===== src/rtl/frame_rd_pkg.sv =====
// Shared types and constants for the binary frame reader.
// Build option: FRAME_RD_PREFETCH_EN enables the one-word prefetch path in binary_frame_reader.
package frame_rd_pkg;

  typedef enum logic [1:0] {
    IDLE  = 2'd0,
    REQ   = 2'd1,
    WAIT  = 2'd2,
    SHIFT = 2'd3
  } frame_rd_state_e;

  localparam int DEF_H_PIX  = 640;
  localparam int DEF_V_PIX  = 480;
  localparam int DEF_WORD_W = 16;

  // Number of SDRAM words that make up one binarized frame.
  function automatic int WORDS_PER_FRAME(input int h_pix, input int v_pix, input int word_w);
    return (h_pix * v_pix) / word_w;
  endfunction

endpackage


===== src/rtl/pixel_unpacker.sv =====
// Holds one SDRAM word and hands it out MSB-first, one bit per accepted pixel.
// A load always wins over a shift so a new word can replace the last bit in the same cycle.
module pixel_unpacker
  import frame_rd_pkg::*;
#(
  parameter int WORD_W = DEF_WORD_W
) (
  input  logic              module_clk,
  input  logic              module_rst,
  input  logic              load,
  input  logic [WORD_W-1:0] load_data,
  input  logic              shift_en,
  output logic              msb,
  output logic              last_bit
);

  localparam int CNT_W = $clog2(WORD_W + 1);

  logic [WORD_W-1:0] shift_reg;
  logic [CNT_W-1:0]  bit_cnt;

  // Shift register and remaining-bit count; a load refills both, a shift consumes one bit.
  always_ff @(posedge module_clk) begin
    if (module_rst) begin
      shift_reg <= '0;
      bit_cnt   <= '0;
    end else if (load) begin
      shift_reg <= load_data;
      bit_cnt   <= CNT_W'(WORD_W);
    end else if (shift_en) begin
      shift_reg <= {shift_reg[WORD_W-2:0], 1'b0};
      bit_cnt   <= bit_cnt - CNT_W'(1);
    end
  end

  assign msb      = shift_reg[WORD_W-1];
  assign last_bit = (bit_cnt == CNT_W'(1));

endmodule


===== src/rtl/binary_frame_reader.sv =====
// Reads a binarized frame from the SDRAM read FIFO and streams it out as 1-bit pixels
// with line and frame markers. Build option: FRAME_RD_PREFETCH_EN adds a one-word
// holding register so the next word is fetched while the current one is shifting out.
module binary_frame_reader
  import frame_rd_pkg::*;
#(
  parameter int H_PIX  = DEF_H_PIX,
  parameter int V_PIX  = DEF_V_PIX,
  parameter int WORD_W = DEF_WORD_W
) (
  input  logic              module_clk,
  input  logic              module_rst,
  input  logic              frame_start,
  input  logic              rd_ready,
  output logic              rd_req,
  input  logic [WORD_W-1:0] rd_data,
  input  logic              pix_ready,
  output logic              data_val,
  output logic              row_data,
  output logic              line_end,
  output logic              frame_end,
  output logic              busy
);

  localparam int COL_W = $clog2(H_PIX);
  localparam int ROW_W = $clog2(V_PIX);
  localparam int WORDS = WORDS_PER_FRAME(H_PIX, V_PIX, WORD_W);
  localparam int WL_W  = $clog2(WORDS + 1);

  localparam logic [COL_W-1:0] COL_LAST = COL_W'(H_PIX - 1);
  localparam logic [ROW_W-1:0] ROW_LAST = ROW_W'(V_PIX - 1);
  localparam logic [WL_W-1:0]  WL_FULL  = WL_W'(WORDS);

  frame_rd_state_e state, state_nxt;

  logic [COL_W-1:0]  col;
  logic [ROW_W-1:0]  row;
  logic [WL_W-1:0]   words_left;
  logic              words_remain;
  logic              xfer;
  logic              last_bit;
  logic              unp_msb;
  logic              unp_load;
  logic [WORD_W-1:0] unp_load_data;

  assign words_remain = (words_left != '0);
  assign data_val     = (state == SHIFT);
  assign xfer         = data_val && pix_ready;
  assign row_data     = data_val && unp_msb;
  assign line_end     = data_val && (col == COL_LAST);
  assign frame_end    = line_end && (row == ROW_LAST);
  assign busy         = (state != IDLE);

`ifdef FRAME_RD_PREFETCH_EN
  logic [WORD_W-1:0] hold_word;
  logic              hold_valid;
  logic              in_flight;

  // Prefetch bookkeeping: a word requested during SHIFT lands in the holding register
  // unless the current word runs out that same cycle, in which case it goes straight
  // into the unpacker and the holding register stays empty.
  always_ff @(posedge module_clk) begin
    if (module_rst) begin
      hold_word  <= '0;
      hold_valid <= 1'b0;
      in_flight  <= 1'b0;
    end else begin
      in_flight <= rd_req;
      if (state == SHIFT && in_flight && !(xfer && last_bit)) begin
        hold_word  <= rd_data;
        hold_valid <= 1'b1;
      end else if (xfer && last_bit) begin
        hold_valid <= 1'b0;
      end
    end
  end
`endif

  // FSM state register.
  always_ff @(posedge module_clk) begin
    if (module_rst) begin
      state <= IDLE;
    end else begin
      state <= state_nxt;
    end
  end

  // Next-state, read request and unpacker load decisions.
  always_comb begin
    state_nxt     = state;
    rd_req        = 1'b0;
    unp_load      = 1'b0;
    unp_load_data = rd_data;
    case (state)
      IDLE: begin
        if (frame_start) begin
          state_nxt = REQ;
        end
      end
      REQ: begin
        if (rd_ready) begin
          rd_req    = 1'b1;
          state_nxt = WAIT;
        end
      end
      WAIT: begin
        unp_load  = 1'b1;
        state_nxt = SHIFT;
      end
      SHIFT: begin
`ifdef FRAME_RD_PREFETCH_EN
        rd_req = !hold_valid && !in_flight && words_remain && rd_ready;
        if (xfer && last_bit) begin
          if (hold_valid) begin
            unp_load      = 1'b1;
            unp_load_data = hold_word;
          end else if (in_flight) begin
            unp_load = 1'b1;
          end else if (rd_req) begin
            state_nxt = WAIT;
          end else if (words_remain) begin
            state_nxt = REQ;
          end else begin
            state_nxt = IDLE;
          end
        end
`else
        if (xfer && last_bit) begin
          state_nxt = words_remain ? REQ : IDLE;
        end
`endif
      end
      default: state_nxt = IDLE;
    endcase
  end

  // Frame position and outstanding-word counters.
  always_ff @(posedge module_clk) begin
    if (module_rst) begin
      col        <= '0;
      row        <= '0;
      words_left <= '0;
    end else if (state == IDLE && frame_start) begin
      col        <= '0;
      row        <= '0;
      words_left <= WL_FULL;
    end else begin
      if (rd_req) begin
        words_left <= words_left - WL_W'(1);
      end
      if (xfer) begin
        if (col == COL_LAST) begin
          col <= '0;
          row <= row + ROW_W'(1);
        end else begin
          col <= col + COL_W'(1);
        end
      end
    end
  end

  pixel_unpacker #(
    .WORD_W(WORD_W)
  ) u_unpacker (
    .module_clk(module_clk),
    .module_rst(module_rst),
    .load      (unp_load),
    .load_data (unp_load_data),
    .shift_en  (xfer),
    .msb       (unp_msb),
    .last_bit  (last_bit)
  );

endmodule


===== config.mk =====
export PLATFORM = sky130hd
export DESIGN_NAME = binary_frame_reader
export DESIGN_NICKNAME = d
export VERILOG_FILES = /design/src/rtl/frame_rd_pkg.sv /design/src/rtl/pixel_unpacker.sv /design/src/rtl/binary_frame_reader.sv
export SDC_FILE = /design/constraint.sdc
export NUM_CORES = 1
export LEC_CHECK = 0
export CORE_MARGIN = 2
export CORE_UTILIZATION = 51
export DETAILED_ROUTE_END_ITERATION = 12
export PLACE_DENSITY = 0.82
export SETUP_SLACK_MARGIN = 0.15
export SYNTH_ARGS = -nofsm -noshare
export SYNTH_HDL_FRONTEND = slang
export SYNTH_SLANG_ARGS = --single-unit

===== constraint.sdc =====
create_clock -name module_clk -period 1.75 [get_ports module_clk]
set_input_delay 0.4375 -clock module_clk [delete_from_list [all_inputs] [get_ports module_clk]]
set_output_delay 0.4375 -clock module_clk [all_outputs]
set_load 0.02 [all_outputs]

# Yosys cells after proc, flatten, opt, wreduce, memory -nomap -nowiden
# Index checks and enable logic that the tools add are counted.
# totals
word_cells	51
register_bits	57
# classes
n_reduce_logical	15
eq_ne	9
n_mux	15
addsub	4
# ops
cell	count
$mux W16	2
$mux W15	2
$reduce_bool A15 Y1	1
$sub A15 B1 Y15 const B	1
$add A10 B1 Y10 const B	1
$eq A10 B10 Y1 const B	1
$mux W10	1
$mux W5	2
$add A9 B1 Y9 const B	1
$eq A9 B9 Y1 const B	1
$pmux W2 S4	1
$logic_and A1 B1 Y1	6
$mux W2	3
$reduce_bool A2 Y1	3
$eq A5 B1 Y1 const B	1
$sub A5 B1 Y5 const B	1
$eq A2 B2 Y1 const B	2
$mux W1	4
$ne A2 B2 Y1 const B	2
$reduce_or A2 Y1	2
$reduce_and A3 Y1	1
$eq A2 B1 Y1 const B	1
$logic_not A2 Y1	1
$ne A2 B1 Y1 const B	1
$reduce_and A2 Y1	1

# Longest topological paths before layout
# depth
word_depth	5
ltp_mapped	7

# By module
# A second synthesis with hierarchy kept.
# unflattened
hier_cells	323
hier_area_um2	2791.4
# by_module_without_submodules
module	cells_each	instances	seq_area_each_um2	area_per_inst_um2
binary_frame_reader	213	1	720.7	1816.7
pixel_unpacker	110	1	420.4	974.7

# Worst setup path after synthesis
# No wires, ideal clock.
# synth_timing
path_kind	flip-flop to output port
start	register state[1]
end	output port frame_end
required_time_ps	1312
path_buffers	1
setup_slack_ps	-347
path_stages_with_launch	5
arrival_time_ps	1660
path_cell_list	dfxtp_1 -> ha_1 -> buf_2 -> nand3_1 -> nor4_1
# synth_via
elab_chain_cells	3
# synth_rtl
element	line_no	source
start: declaration	binary_frame_reader.sv:34	frame_rd_state_e state, state_nxt;
start signal: assignment	binary_frame_reader.sv:84	state <= state_nxt;
$eq A2 B2 Y1	binary_frame_reader.sv:47	assign data_val = (state == SHIFT);
net data_val	binary_frame_reader.sv:18	output logic data_val,
$logic_and A1 B1 Y1	binary_frame_reader.sv:50	assign line_end = data_val && (col == COL_LAST);
$logic_and A1 B1 Y1	binary_frame_reader.sv:51	assign frame_end = line_end && (row == ROW_LAST);
end: declaration	binary_frame_reader.sv:21	output logic frame_end,
# The timed path passes the listed nets, and every way through them passes these cells.

# Worst setup path in the final report
# layout_timing
start	register col[6]
end	output port frame_end
# layout_via
elab_chain_cells	3
# layout_rtl
element	line_no	source
start: declaration	binary_frame_reader.sv:36	logic [COL_W-1:0] col;
start signal: assignment	binary_frame_reader.sv:156	col <= col + COL_W'(1);
$eq A10 B10 Y1	binary_frame_reader.sv:50	
$logic_and A1 B1 Y1	binary_frame_reader.sv:50	
$logic_and A1 B1 Y1	binary_frame_reader.sv:51	
# Every way passes these cells.

==> results.sh <==
export IMPL_track_usage_pct=27.14
export IMPL_die_h_um=76.46
export IMPL_p_leak_uw=0.001544
export IMPL_layout_common_cells="buf_4, dfxtp_1, nand2_1, nor2_1, xor2_1"
export IMPL_drt_iter0_drc=335
export IMPL_hold_class="register to register"
export IMPL_wl_per_cell_um=19.58
export IMPL_detail_route_antenna_nets=0
export IMPL_largest_reg_flops=16
export IMPL_grt_setup_unrepaired="yes"
export IMPL_drv_cap=0
export IMPL_whs_ns=0.4791
export IMPL_syn_area_um2=2678
export IMPL_fmax_ghz=0.5228
export IMPL_drt_total_wl_um=9418
export IMPL_grt_pass1_vias=2719
export IMPL_hold_viol=0
export IMPL_grt_pass1_wl_um=12640
export IMPL_synth_seq_cells=57
export IMPL_holdBufCountCts=0
export IMPL_tightest_slew_ns=0.6335
export IMPL_core_um2=5075
export IMPL_violations="setup timing"
export IMPL_synthArstFlopShare_pct=0
export IMPL_yosys_warnings=0
export IMPL_crit_type="register to output pin"
export IMPL_clockRootBuffer="clkbuf_8"
export IMPL_num_rows=26
export IMPL_placed_area_um2=3395
export IMPL_setup_viol=3
export IMPL_die_area_um2=5845
export IMPL_synth_top_area_share_pct=42.62
export IMPL_crit_fanout=2
export IMPL_power_switching_uw=1986
export IMPL_fin_crit_sh_pct=109.3
export IMPL_final_max_slew_viol_count=0
export IMPL_htree_num_levels=3
export IMPL_fin_worst_skew_ns=0.008843
export IMPL_crit_required_ns=1.31
export IMPL_synth_cells=315
export IMPL_initial_core_util_pct=52.76
export IMPL_final_common_cell="buf_4"
export IMPL_ir_worst_vdd_uv=878.8
export IMPL_clock_power_share_pct=23.9
export IMPL_synth_edff_count=0
export IMPL_clock_latency_ns=0.34
export IMPL_end_kind="output pin"
export IMPL_vias_per_cell=6.046
export IMPL_max_slew_margin_pct=57.38
export IMPL_combinationalPowerShare_pct=43.4
export IMPL_cts_tree="built"
export IMPL_yosys_cell_types_count=41
export IMPL_firstDrtPassIters=5
export IMPL_post_synth_cell_area_avg_um2=8.500
export IMPL_fin_crit_ns=1.913
export IMPL_die_w_um=76.46
export IMPL_yosysSeqAreaShare_pct=42.62
export IMPL_p_sw_share_pct=36.30
export IMPL_min_path_cells=2
export IMPL_pwr_share_seq_pct=32.7
export IMPL_grt_remaining_overflow=0
export IMPL_grt_max_degree=19
export IMPL_fin_nets=437
export IMPL_fillers=297
export IMPL_drc=0
export IMPL_place_hpwl_um=4299
export IMPL_pin_count=27
export IMPL_cts_buffers=9
export IMPL_cp_start_kind="register"
export IMPL_gp_congestion=0.7913
export IMPL_cellPowerDensity_nw_per_um2=1344
export IMPL_yosys_area_top_type="dfxtp_1"
export IMPL_synth_nets=346
export IMPL_r2r_slack_ns=-0.06
export IMPL_design_area_um2=4070
export IMPL_synthTopCellsByArea="dfxtp_1, xor2_1, nand2_1"
export IMPL_yosys_most_used_dff="dfxtp_1"
export IMPL_portBuffers=26
export IMPL_cts_reportedPaths_clkPinSlew_ns=0.07
export IMPL_area_growth_pct=52.01
export IMPL_cts_num_sinks=57
export IMPL_status="finished, violations left"
export IMPL_drive_gt1_share_pct=36.25
export IMPL_n_antenna_cell=0
export IMPL_p_int_uw=3484
export IMPL_cp_arrival_ns=1.48
export IMPL_ff2ff_path_depth=4
export IMPL_setup_slack_ns=-0.1629
export IMPL_antenna_found_initial=0
export IMPL_vias=2908
export IMPL_clock_path_buffers=2
-- power groups by stage --
stage,combinational [µW],clock (µW),sequential [µW]
global placement,1510,0,1760
CTS,1910,1300,1760
global route,2500,1360,1800
finish,2370,1310,1790
detailed placement,1570,0,1770
floorplan,989,0,1750
-- synthesized netlist by cell type (4+ instances only) --
cell type	n
dfxtp_1	57
nand3_1	9
o21ai_0	4
clkbuf_1	12
nor4_1	4
nor2_1	43
nor3_1	4
inv_1	10
a21oi_1	13
xor2_1	22
nand4_1	11
ha_1	10
nand2_1	48
a311oi_1	15
xnor2_1	6
-- critical path, stage by stage, from the launching register on --
cell and delay, ns:
dfxtp_1 0.36, and4_1 0.26, nand2_2 0.10, nor4_4 0.22, buf_4 0.18
-- layout make-up --
type | count | area [µm²] | area share, %
Multi-Input combinational cell | 231 | 1692 | 41.56
Inverter | 10 | 45.04 | 1.107
Timing Repair Buffer | 97 | 875.8 | 21.52
Sequential cell | 57 | 1162 | 28.56
Clock buffer | 14 | 172.7 | 4.242
Clock inverter | 2 | 35.03 | 0.8607
Tap cell | 70 | 87.58 | 2.152
-- metal layers --
metal | GRT usage [%] | vias to the layer above | routed length [µm]
li1 | - | 1290 | -
met1 | 29.66 | 1390 | 3604
met2 | 46.90 | 173 | 4763
met3 | 6.517 | 55 | 559
met4 | 17.45 | 0 | 491
met5 | 0 | - | 0
-- logic make-up after synthesis --
group / after synthesis / synth area share [%]
xor+xnor: 28 / 9.159
flops: 57 / 42.62
compound gates: 45 / 11.96
fa+ha+maj: 10 / 4.673
buf+inv: 27 / 4.065
simple gates: 147 / 27.15
mux: 1 / 0.3738
-- metrics by stage --
stage	util (%)	setup WS [ns]	instances	TNS [ns]	total power [µW]
2_1_floorplan	-	0.02622	315	0	2735
3_3_place_gp	66.89	-0.4060	445	-6.846	3269
3_5_place_dp	66.89	-0.4148	445	-8.191	3343
4_1_cts	76.13	-0.09985	470	-0.09985	4970
5_1_grt	80.20	-0.2350	481	-0.6404	5669
6_report	80.20	-0.1629	481	-0.3769	5470
-- worst paths after layout --
| kind | from | end |
|---|---|---|
| setup / recovery | col[6]$_SDFFE_PP0P_ | frame_end |
| hold / removal | u_unpacker.shift_reg[12]$_SDFFE_PP0P_ | u_unpacker.shift_reg[13]$_SDFFE_PP0P_ |
| setup reg to reg | words_left[11]$_SDFFE_PP0P_ | state[0]$_SDFFE_PP0P_ |
| hold reg to reg | u_unpacker.shift_reg[12]$_SDFFE_PP0P_ | u_unpacker.shift_reg[13]$_SDFFE_PP0P_ |
-- what timing repair did --
action	in CTS	in global routing
setup buffers	7	11
gates resized for setup	83	35
endpoints found under the setup margin	36	45
pin swaps	21	19
hold endpoints to repair	0	0
cloned	2	0
Power figures use the tool's default switching activity.
